$ cat config.mk
export PLATFORM = sky130hd
export DESIGN_NAME = chip_valve_sequencer
export DESIGN_NICKNAME = d
export VERILOG_FILES = /design/src/rtl/chip_seq_pkg.sv /design/src/rtl/pump_phase_gen.sv /design/src/rtl/chip_valve_sequencer.sv
export SDC_FILE = /design/constraint.sdc
export NUM_CORES = 1
export LEC_CHECK = 0
export CAP_MARGIN = 20
export CORE_ASPECT_RATIO = 1.1
export CORE_MARGIN = 2
export CORE_UTILIZATION = 49
export DETAILED_ROUTE_END_ITERATION = 6
export PLACE_DENSITY = 0.86
export SETUP_SLACK_MARGIN = 0.02
export SLEW_MARGIN = 0
export SYNTH_ARGS = -nofsm -noshare
export SYNTH_HDL_FRONTEND = slang
export SYNTH_SLANG_ARGS = --single-unit
$ cat constraint.sdc
create_clock -name clk -period 2.7 [get_ports clk]
set_clock_uncertainty 0.05 [all_clocks]
set_input_delay 0.405 -clock clk [delete_from_list [all_inputs] [get_ports clk]]
set_output_delay 0.405 -clock clk [all_outputs]
set_load 0.02 [all_outputs]
$ cat src/rtl/chip_seq_pkg.sv
// chip_seq_pkg: shared encodings and pump phase table for the ChIP valve sequencer
package chip_seq_pkg;
  localparam logic OP_SET = 1'b0;
  localparam logic OP_PUMP = 1'b1;
  localparam logic [2:0] PUMP_IDLE = 3'b111;
  // entry 0 is 110; adjacent entries (and 5 -> 0) differ by exactly one bit
  localparam logic [5:0][2:0] PUMP_PHASES = {3'b010, 3'b011, 3'b001, 3'b101, 3'b100, 3'b110};
  typedef enum logic [2:0] {IDLE, FLUSH, SETTLE, PUMP, DONE} state_t;
  function automatic int max3(int a, int b, int c);
    return a > b ? (a > c ? a : c) : (b > c ? b : c);
  endfunction
endpackage

$ cat src/rtl/pump_phase_gen.sv
// pump_phase_gen: counted 3-phase peristaltic strokes, each phase held STEP_CYCLES clocks
module pump_phase_gen
  import chip_seq_pkg::*;
#(
  parameter int STEP_CYCLES = 1000,
  parameter int STROKE_W = 16
) (
  input  logic                clk,
  input  logic                rst_n,
  input  logic                start,
  input  logic [STROKE_W-1:0] strokes,
  input  logic                abort,
  output logic [2:0]          pump_out,
  output logic                fin
);
  localparam int HW = $clog2(STEP_CYCLES + 1);
  logic                active;
  logic [2:0]          phase;
  logic [HW-1:0]       hold;
  logic [STROKE_W-1:0] left;
  logic                hold_end, stroke_end;
  assign hold_end = hold == HW'(STEP_CYCLES - 1);
  assign stroke_end = hold_end && phase == 3'd5;
  assign fin = active && stroke_end && left == STROKE_W'(1);
  assign pump_out = active ? PUMP_PHASES[phase] : PUMP_IDLE;
  always_ff @(posedge clk or negedge rst_n) begin
    if (!rst_n) begin
      active <= 1'b0;
      phase <= '0;
      hold <= '0;
      left <= '0;
    end else if (start) begin
      active <= |strokes;
      phase <= '0;
      hold <= '0;
      left <= strokes;
    end else if (abort || fin) begin
      active <= 1'b0;
    end else if (active) begin
      hold <= hold_end ? '0 : hold + 1'b1;
      if (hold_end) phase <= phase == 3'd5 ? 3'd0 : phase + 3'd1;
      if (stroke_end) left <= left - 1'b1;
    end
  end
endmodule

$ cat src/rtl/chip_valve_sequencer.sv
// chip_valve_sequencer: one-command-at-a-time driver for ChIP control, flush and pump pads
module chip_valve_sequencer
  import chip_seq_pkg::*;
#(
  parameter int NUM_VALVES = 16,
  parameter int STEP_CYCLES = 1000,
  parameter int FLUSH_CYCLES = 500,
  parameter int SETTLE_CYCLES = 2000,
  parameter int STROKE_W = 16
) (
  input  logic                  clk,
  input  logic                  rst_n,
  input  logic                  cmd_valid,
  output logic                  cmd_ready,
  input  logic                  cmd_op,
  input  logic [NUM_VALVES-1:0] cmd_mask,
  input  logic [STROKE_W-1:0]   cmd_strokes,
  input  logic                  abort,
  output logic [NUM_VALVES-1:0] ctrl_out,
  output logic [2:0]            pump_out,
  output logic [NUM_VALVES-1:0] flush_out,
  output logic                  busy,
  output logic                  done
);
  localparam int CW = $clog2(max3(STEP_CYCLES, FLUSH_CYCLES, SETTLE_CYCLES) + 1);
  state_t                state, state_nx;
  logic [CW-1:0]         cnt, cnt_nx;
  logic [NUM_VALVES-1:0] ctrl_nx, flush_nx, vent;
  logic                  accept, pump_fin;
  assign accept = cmd_valid && state == IDLE;
  assign vent = ctrl_out & ~cmd_mask;
  assign cmd_ready = state == IDLE;
  assign busy = state != IDLE;
  assign done = state == DONE;
  pump_phase_gen #(
    .STEP_CYCLES(STEP_CYCLES),
    .STROKE_W(STROKE_W)
  ) u_pump (
    .clk(clk),
    .rst_n(rst_n),
    .start(accept && cmd_op == OP_PUMP),
    .strokes(cmd_strokes),
    .abort(abort && state == PUMP),
    .pump_out(pump_out),
    .fin(pump_fin)
  );
  always_comb begin
    state_nx = state;
    cnt_nx = cnt + 1'b1;
    ctrl_nx = ctrl_out;
    flush_nx = flush_out;
    case (state)
      IDLE: begin
        cnt_nx = '0;
        if (accept && cmd_op == OP_SET) begin
          ctrl_nx = cmd_mask;
          flush_nx = vent;
          state_nx = |vent ? FLUSH : SETTLE;
        end else if (accept) begin
          state_nx = cmd_strokes == '0 ? DONE : PUMP;
        end
      end
      FLUSH: if (cnt == CW'(FLUSH_CYCLES - 1)) begin
        flush_nx = '0;
        cnt_nx = '0;
        state_nx = SETTLE;
      end
      SETTLE: if (cnt == CW'(SETTLE_CYCLES - 1)) state_nx = DONE;
      PUMP: if (pump_fin) state_nx = DONE;
      default: state_nx = IDLE;
    endcase
    // abort vents flush pads but keeps the commanded valve mask
    if (abort && state != IDLE) begin
      state_nx = IDLE;
      flush_nx = '0;
    end
  end
  always_ff @(posedge clk or negedge rst_n) begin
    if (!rst_n) begin
      state <= IDLE;
      cnt <= '0;
      ctrl_out <= '0;
      flush_out <= '0;
    end else begin
      state <= state_nx;
      cnt <= cnt_nx;
      ctrl_out <= ctrl_nx;
      flush_out <= flush_nx;
    end
  end
endmodule

==> flow_summary.json <==
{
  "synth_ff_type": "dfrtp_1",
  "post_drt_wl_per_cell_um": 16.39,
  "io-pin-count": 75,
  "rsz0062_at_grt": "no",
  "setup_ws_ns": 0.1780,
  "cts_setup_buffers": 0,
  "worstPathMaxFanout": 9,
  "tightest_slew_ns": 0.8746,
  "worstPathRequired_ns": 2.25,
  "dpl.hpwl_um": 6938,
  "synth_edf_count": 0,
  "cts_tree": "yes",
  "clk_latency_ns": 0.36,
  "syn-instance-count": 404,
  "tns_ns": 0,
  "drtIter0Drc": 139,
  "grtUsageTotal_pct": 23.15,
  "fin_crit_ns": 2.522,
  "worst-setup-path-type": "reg2out",
  "cts-root-buf": "clkbuf_8",
  "grt_pass1_wl_um": 16940,
  "syn_area_um2": 4108,
  "end_kind": "primary output",
  "drt-pass1-iter-count": 4,
  "ir_worst_vdd_v": 0.0007115,
  "grt_max_degree": 77,
  "hold_violations": 0,
  "synth-seq-cells": 76,
  "antenna_found_initial": 0,
  "core_um2": 8277,
  "fmax_mhz": 396.5,
  "yosys-top-cells-area": "dfrtp_1 46%, mux2_2 3.8%, nand3_1 3.4%, xnor2_1 3.2%, a32o_1 3.2%",
  "die-area_um2": 9133,
  "clockBufferDepth": 2,
  "grt_pass1_vias": 3629,
  "synth.top_cell.area_share_pct": 46.30,
  "yosysTopAreaCell": "dfrtp_1",
  "syn_nets": 446,
  "vias": 3391,
  "yosysUniqueCellTypes": 67,
  "final_common_cell": "dfrtp_1",
  "die_h_um": 100.0,
  "layout_common_cells": "76 x dfrtp_1, 73 x clkdlybuf4s50_1, 32 x nand2_1",
  "status": "finished, final reports clean",
  "powerDensity_nw_per_um2": 958.0,
  "ant_nets": 0,
  "initial_core_util_pct": 49.63,
  "drc": 0,
  "nNetsFinal": 525,
  "port_buffers": 74,
  "cts.clk_slew.worst_paths_ns": 0.08,
  "grt.overflow.total": 0,
  "clkSinkCount": 76,
  "setup_viol": 0,
  "critPathLaunchType": "flip-flop",
  "area_growth_pct": 26.74,
  "antennaDiodeCount": 0,
  "die_w_um": 91.30,
  "synth_warnings": 0,
  "drt-total-wl_um": 9819,
  "async_flop_share_pct": 100.0,
  "p_total_mw": 4.988,
  "slew_headroom_pct": 41.70,
  "cts_hold_buf": 0,
  "layout-drive-gt1-share_pct": 12.70,
  "rows": 35,
  "whs_ns": 0.01444,
  "cts_resized": 0,
  "seq_area_frac_synth_pct": 46.30,
  "htreeDepth": 3,
  "postPlaceCellArea_um2": 4984,
  "final_area_um2": 5206,
  "critPathArrivalTime_ns": 2.07,
  "r2r_slack_ns": 0.37,
  "finalCritPeriodShare_pct": 93.41,
  "leakage_nw": 2.145,
  "drv_cap": 0,
  "numCtsBuffers": 9,
  "maxSlewViolCount": 0,
  "gp_congestion": 0.8896,
  "place_ws_ns": 0.2118,
  "hold_path_class": "in2async",
  "viasPerCell": 5.661,
  "postSynthAreaPerCell_um2": 10.17
}
==> worst max-delay path: stages, from the launching register on <==
cell	delay, ns
dfrtp_1	0.48
or3_1	0.51
inv_2	0.12
clkdlybuf4s50_1	0.60
==> layer usage <==
metal,wire (um),GRT usage [%],up-vias
met4,184,8.392,0
met3,604,6.757,15
met1,4049,26.94,1658
met2,4980,40.80,83
met5,0,0,-
li1,-,-,1635
==> power by group <==
part | total [mW] | switching [mW] | internal, mW
Combinational | 2.09 | 1.12 | 0.967
Clock | 0.982 | 0.456 | 0.525
Sequential | 1.92 | 0.400 | 1.52
Total | 4.99 | 1.98 | 3.01
==> worst paths after layout <==
| path | startpoint | cells past startpoint | to |
|---|---|---|---|
| setup / recovery | state[0] | 3 | cmd_ready |
| hold / removal | rst_n | 2 | u_pump.left[0] |
| setup reg to reg | state[0] | 6 | u_pump.hold[7] |
| hold reg to reg | cnt[0] | 1 | cnt[0] |
| max in group asynchronous | rst_n | 2 | flush_out[14] |
| min in group clk | cnt[0] | 1 | cnt[0] |
==> layout make-up <==
class	instances	area, um2
timing repair buffer	85	830.8
inverter	24	90.09
tap	111	138.9
multi-input combinational	287	2022
sequential	76	1902
fill	650	3070
clock inverter	7	98.84
clock buffer	9	123.9
==> stage by stage <==
stage               util, %  cells
floorplan                 -    404
global placement      60.21    583
detailed placement    60.21    583
CTS                   62.90    599
global route          62.90    599
finish                62.90    599
==> state kept, by name, summed over array words and instances (netlist names) <==
signal         flops
state              3
ctrl_out          16
u_pump.left       16
cnt               11
flush_out         16
u_pump.hold       10
u_pump.active      1
u_pump.phase       3
==> cells by family (layout without fill, tap and decap cells) <==
family	after synthesis	in the layout	synth area share [%]
fa+ha+maj	5	5	1.523
flops	76	76	46.30
simple gates	169	169	24.03
buf+inv	41	125	4.477
xor+xnor	20	20	4.264
mux	16	16	4.325
compound gates	77	77	15.08
==> synthesized netlist by cell type, types with 3 or more instances <==
cell,n
a2111oi_2,4
a211o_1,3
a21oi_1,9
a22o_1,4
a31oi_1,3
a32o_1,13
and3_1,8
and4_1,3
buf_2,12
dfrtp_1,76
ha_1,5
inv_1,23
mux2_2,14
nand2_1,32
nand2b_1,8
nand3_1,28
nand4_1,7
nor2_1,30
nor2b_1,6
nor3_1,3
nor3b_1,4
nor4_1,6
o211ai_1,3
o21ai_0,13
o21ai_1,7
or3_1,11
xnor2_1,15
xor2_1,5
Power figures use the tool's default switching activity.
